$ cat config.mk
export PLATFORM = sky130hd
export DESIGN_NAME = bot_update_sync
export DESIGN_NICKNAME = d
export VERILOG_FILES = /design/src/rtl/bot_sync_pkg.sv /design/src/rtl/sync_ff.sv /design/src/rtl/bot_update_sync.sv
export SDC_FILE = /design/constraint.sdc
export NUM_CORES = 1
export LEC_CHECK = 0
export CAP_MARGIN = 15
export CORE_ASPECT_RATIO = 1.25
export CORE_MARGIN = 2
export CORE_UTILIZATION = 25
export DETAILED_ROUTE_END_ITERATION = 10
export PLACE_DENSITY = 0.62
export SYNTH_ARGS = -nofsm -noshare
export SYNTH_HDL_FRONTEND = slang
export SYNTH_SLANG_ARGS = --single-unit
$ cat constraint.sdc
create_clock -name clk -period 2.85 [get_ports clk]
set_input_delay 0.57 -clock clk [delete_from_list [all_inputs] [get_ports clk]]
set_output_delay 0.57 -clock clk [all_outputs]
set_load 0.03 [all_outputs]
$ cat src/rtl/bot_sync_pkg.sv
// bot_sync_pkg: shared types and constants for the rojobot update bridge.
// State encoding, default bus width and bot info field positions.
package bot_sync_pkg;

    typedef enum logic [1:0] {
        ST_IDLE   = 2'b00,
        ST_SETTLE = 2'b01,
        ST_PEND   = 2'b10
    } bot_state_t;

    localparam int INFO_W_DEF = 32;

    localparam int LOCX_HI = 31;
    localparam int LOCX_LO = 24;
    localparam int LOCY_HI = 23;
    localparam int LOCY_LO = 16;
    localparam int SENS_HI = 15;
    localparam int SENS_LO = 8;
    localparam int INFO_HI = 7;
    localparam int INFO_LO = 0;

endpackage

$ cat src/rtl/sync_ff.sv
// sync_ff: N-flop level synchroniser for a signal from a foreign clock.
// Async active-high reset clears the whole chain.
module sync_ff #(
    parameter int STAGES = 2
) (
    input  logic clk,
    input  logic reset,
    input  logic d,
    output logic q
);

    (* ASYNC_REG = "TRUE" *) logic [STAGES-1:0] chain;

    // shift the async input through the metastability chain
    always_ff @(posedge clk or posedge reset) begin
        if (reset) chain <= '0;
        else       chain <= {chain[STAGES-2:0], d};
    end

    assign q = chain[STAGES-1];

endmodule

$ cat src/rtl/bot_update_sync.sv
// bot_update_sync: rojobot -> mfp_sys update bridge.
// Syncs the update strobe, snapshots the bot bus, holds pending, counts overruns.
module bot_update_sync
    import bot_sync_pkg::*;
#(
    parameter int SYNC_STAGES = 2,
    parameter int SETTLE      = 1,
    parameter int INFO_W      = INFO_W_DEF,
    parameter int OVR_W       = 8
) (
    input  logic              clk,
    input  logic              reset,
    input  logic              upd_sysregs_in,
    input  logic [INFO_W-1:0] bot_info_in,
    input  logic              int_ack,
    input  logic              overrun_clr,
    output logic [INFO_W-1:0] bot_info_out,
    output logic              bot_upd_pend,
    output logic [OVR_W-1:0]  overrun_cnt
);

    localparam int CNT_W = (SETTLE > 1) ? $clog2(SETTLE) : 1;
    localparam logic [CNT_W-1:0] CNT_LOAD = CNT_W'(SETTLE - 1);
    localparam logic [OVR_W-1:0] OVR_MAX  = '1;

    logic             sync_out;
    logic             sync_q;
    logic             evt;
    bot_state_t       state;
    logic [CNT_W-1:0] settle_cnt;

    sync_ff #(
        .STAGES (SYNC_STAGES)
    ) u_sync (
        .clk   (clk),
        .reset (reset),
        .d     (upd_sysregs_in),
        .q     (sync_out)
    );

    // registered rising-edge detect: one evt per strobe however long it is held
    always_ff @(posedge clk or posedge reset) begin
        if (reset) begin
            sync_q <= 1'b0;
            evt    <= 1'b0;
        end else begin
            sync_q <= sync_out;
            evt    <= sync_out & ~sync_q;
        end
    end

    // update FSM with settle timer, snapshot, pending flag and overrun count
    always_ff @(posedge clk or posedge reset) begin
        if (reset) begin
            state        <= ST_IDLE;
            settle_cnt   <= '0;
            bot_info_out <= '0;
            bot_upd_pend <= 1'b0;
            overrun_cnt  <= '0;
        end else begin
            case (state)
                ST_IDLE: begin
                    if (evt) begin
                        state      <= ST_SETTLE;
                        settle_cnt <= CNT_LOAD;
                    end
                end
                ST_SETTLE: begin
                    if (evt) begin
                        settle_cnt <= CNT_LOAD;
                    end else if (settle_cnt == '0) begin
                        bot_info_out <= bot_info_in;
                        bot_upd_pend <= 1'b1;
                        state        <= ST_PEND;
                    end else begin
                        settle_cnt <= settle_cnt - 1'b1;
                    end
                end
                ST_PEND: begin
                    if (int_ack) begin
                        bot_upd_pend <= 1'b0;
                        if (evt) begin
                            state      <= ST_SETTLE;
                            settle_cnt <= CNT_LOAD;
                        end else begin
                            state <= ST_IDLE;
                        end
                    end else if (evt) begin
                        state      <= ST_SETTLE;
                        settle_cnt <= CNT_LOAD;
                        if (overrun_cnt != OVR_MAX)
                            overrun_cnt <= overrun_cnt + 1'b1;
                    end
                end
                default: begin
                    state        <= ST_IDLE;
                    settle_cnt   <= '0;
                    bot_upd_pend <= 1'b0;
                end
            endcase
            // a clear wins over an increment in the same cycle
            if (overrun_clr)
                overrun_cnt <= '0;
        end
    end

endmodule

==> impl_metrics.tcl <==
set metrics [dict create \
    port_buffers 77 \
    cp.arrival_ps 1470 \
    netlist_instances 129 \
    worst-r2r-setup-slack_ps 1080 \
    post-route-util 0.3935 \
    start_kind "flop" \
    final_nets 249 \
    cts_setup_buffers 0 \
    cts.sinks 47 \
    dr.pass1.iters 4 \
    ioPinCount 78 \
    die_y_um 99.93 \
    nFillCells 717 \
    tightest_slew_ps 597.6 \
    fin_area_um2 2860 \
    dp_cells 296 \
    cts_buffers 5 \
    routed_wl_mm 3.828 \
    slowest_delay_ps 710 \
    synthXorXnorAreaFrac 0.009517 \
    dp.final_hpwl_mm 2.673 \
    synth-compound-area-share 0.04555 \
    drive_above_1_share 0.1981 \
    p_leak_nw 1.181 \
    fin_hold_ws_ps 354.7 \
    synth_top_family_by_area "multiplexers" \
    num_rows 35 \
    multiInputGateArea_um2 645.6 \
    drc 0 \
    final.min_clock_period_ps 2041 \
    synthMuxAreaShare 0.2067 \
    insertion_delay_ps 290 \
    synth.avg_cell_area_um2 14.27 \
    synthSimpleGateAreaFrac 0.07818 \
    grt_pass1_wl_mm 6.078 \
    yosysUniqueCellTypes 27 \
    vias_per_cell 4.303 \
    yosys_register_bits 47 \
    grt_antenna_before_repair 0 \
    route.vias.total 1308 \
    cp.buffers_inverters 1 \
    htree_levels 2 \
    drv_slew 0 \
    finalHoldViolCount 0 \
    start_util 0.2532 \
    insertedDiodeCount 0 \
    run_status "finished, final reports clean" \
    synth_seq_area_share 0.6390 \
    seqCellArea_um2 1176 \
    min_path_type "reg2reg" \
    mostFrequentLayoutCells "clkdlybuf4s50_1, dfrtp_1, mux2_2" \
    rsz0062_at_grt "no" \
    dieArea_um2 8069 \
    crit_path_end_kind "primary output" \
    final_common_cell "clkdlybuf4s50_1" \
    final_cells 304 \
    fin_skew_ps 6.070 \
    fin_setup_tns_ps 0 \
    antenna_left 0 \
    yosys.area_share.adder 0.006798 \
    path_cells "clkdlybuf4s50_1" \
    syn_to_final_growth_pct 55.40 \
    gp_congestion 0.7523 \
    cts_hold_buf 0 \
    synth_warnings 0 \
    synth_nets 167 \
    cp_top_family "buffers and inverters" \
    peakVddDrop_v 0.0003024 \
    critPathKind "reg2out" \
    grt_pass1_vias 1304 \
    gr-total-overflow 0 \
    crit_slowest_cell "clkdlybuf4s50_1" \
    cts.path.max_buffers 2 \
    setup_violations 0 \
    cp_max_fo 7 \
    maxSlewHeadroom 0.6016 \
    grt_max_degree 48 \
    syn_area_um2 1841 \
    p_per_area_nw_per_um2 701.8 \
    cts_root_buf "clkbuf_8" \
    required_ps 2280 \
    path_clk_slew_ps 90 \
    die_x_um 80.75 \
    cts_resized 0 \
    wl_per_cell_um 12.59 \
    drt-initial-drc-count 34 \
    fp.coreArea_um2 7269 \
    gr-usage-all-layers 0.09719 \
    cts_tree "built" \
    max_clock_freq_mhz 490.1 \
    place_area_um2 2743 \
    cap_viol_max_count 0 \
    fin_crit_sh 0.7160 \
]
## registers in the layout (all words and copies together) (netlist names)
| name | flops |
|---|---|
| bot_info_out | 32 |
| bot_upd_pend | 1 |
| evt | 1 |
| overrun_cnt | 8 |
| state | 2 |
| sync_q | 1 |
| u_sync.chain | 2 |
## power breakdown
group / switching, mW / total, mW / leakage, nW / internal, mW
Sequential: 0.0598 / 0.842 / 0.573 / 0.782
Clock: 0.225 / 0.509 / 0.0612 / 0.284
Combinational: 0.336 / 0.656 / 0.547 / 0.320
Total: 0.621 / 2.01 / 1.18 / 1.39
## metrics by stage
step                      total power, mW  setup WS [ps]
after global placement              1.512          819.1
final                               2.007          809.5
after global routing                2.110          712.4
after CTS                           2.050          780.3
after detailed placement            1.519          800.2
after floorplan                     1.207           1164
## cell type report
type / instances / share of cell area
Sequential cell: 47 / 0.4112
Timing Repair Buffer: 79 / 0.2791
Multi-Input combinational cell: 76 / 0.2257
Tap cell: 92 / 0.04024
Clock buffer: 6 / 0.02887
Clock inverter: 2 / 0.01225
Inverter: 2 / 0.002625
## cell families after synthesis
| group | Yosys count |
|---|---|
| buf+inv | 6 |
| xor+xnor | 2 |
| flops | 47 |
| compound gates | 14 |
| fa+ha+maj | 1 |
| mux | 34 |
| simple gates | 25 |
## synthesized netlist by cell type (all sizes together)
master  number  area share
ha           1      0.0068
nand3        2      0.0054
and3         1      0.0034
a31oi        3       0.010
mux2        32        0.20
and4bb       1      0.0068
and4         3       0.014
nor2b        1      0.0034
a211oi       2      0.0082
dfrtp       47        0.64
o21ai        3      0.0082
and2         1      0.0034
o211ai       1      0.0041
nand2b       2      0.0068
nand4        1      0.0034
and4b        1      0.0054
or3          1      0.0034
inv          2      0.0041
mux2i        2       0.011
nor2         6       0.012
xor2         2      0.0095
buf          4       0.010
nand2        5       0.010
o21bai       1      0.0041
a21oi        4       0.011
## final timing paths
check	depth (start not counted)	endpoint	startpoint
worst max-delay path	1	overrun_cnt[7]	overrun_cnt[7]
worst min-delay path	0	u_sync.chain[1]	u_sync.chain[0]
worst max register to register	4	bot_info_out[26]	state[1]
worst min register to register	0	u_sync.chain[1]	u_sync.chain[0]
max in group asynchronous	3	bot_info_out[24]	reset
min in group asynchronous	3	bot_info_out[22]	reset
## routing by layer
layer / share of wire / GRT usage
met2: 0.51 / 0.1641
met4: 0.0099 / 0.03781
met1: 0.42 / 0.1183
met3: 0.059 / 0.02428
met5: 0 / 0
(Power assumes the default switching activity.)
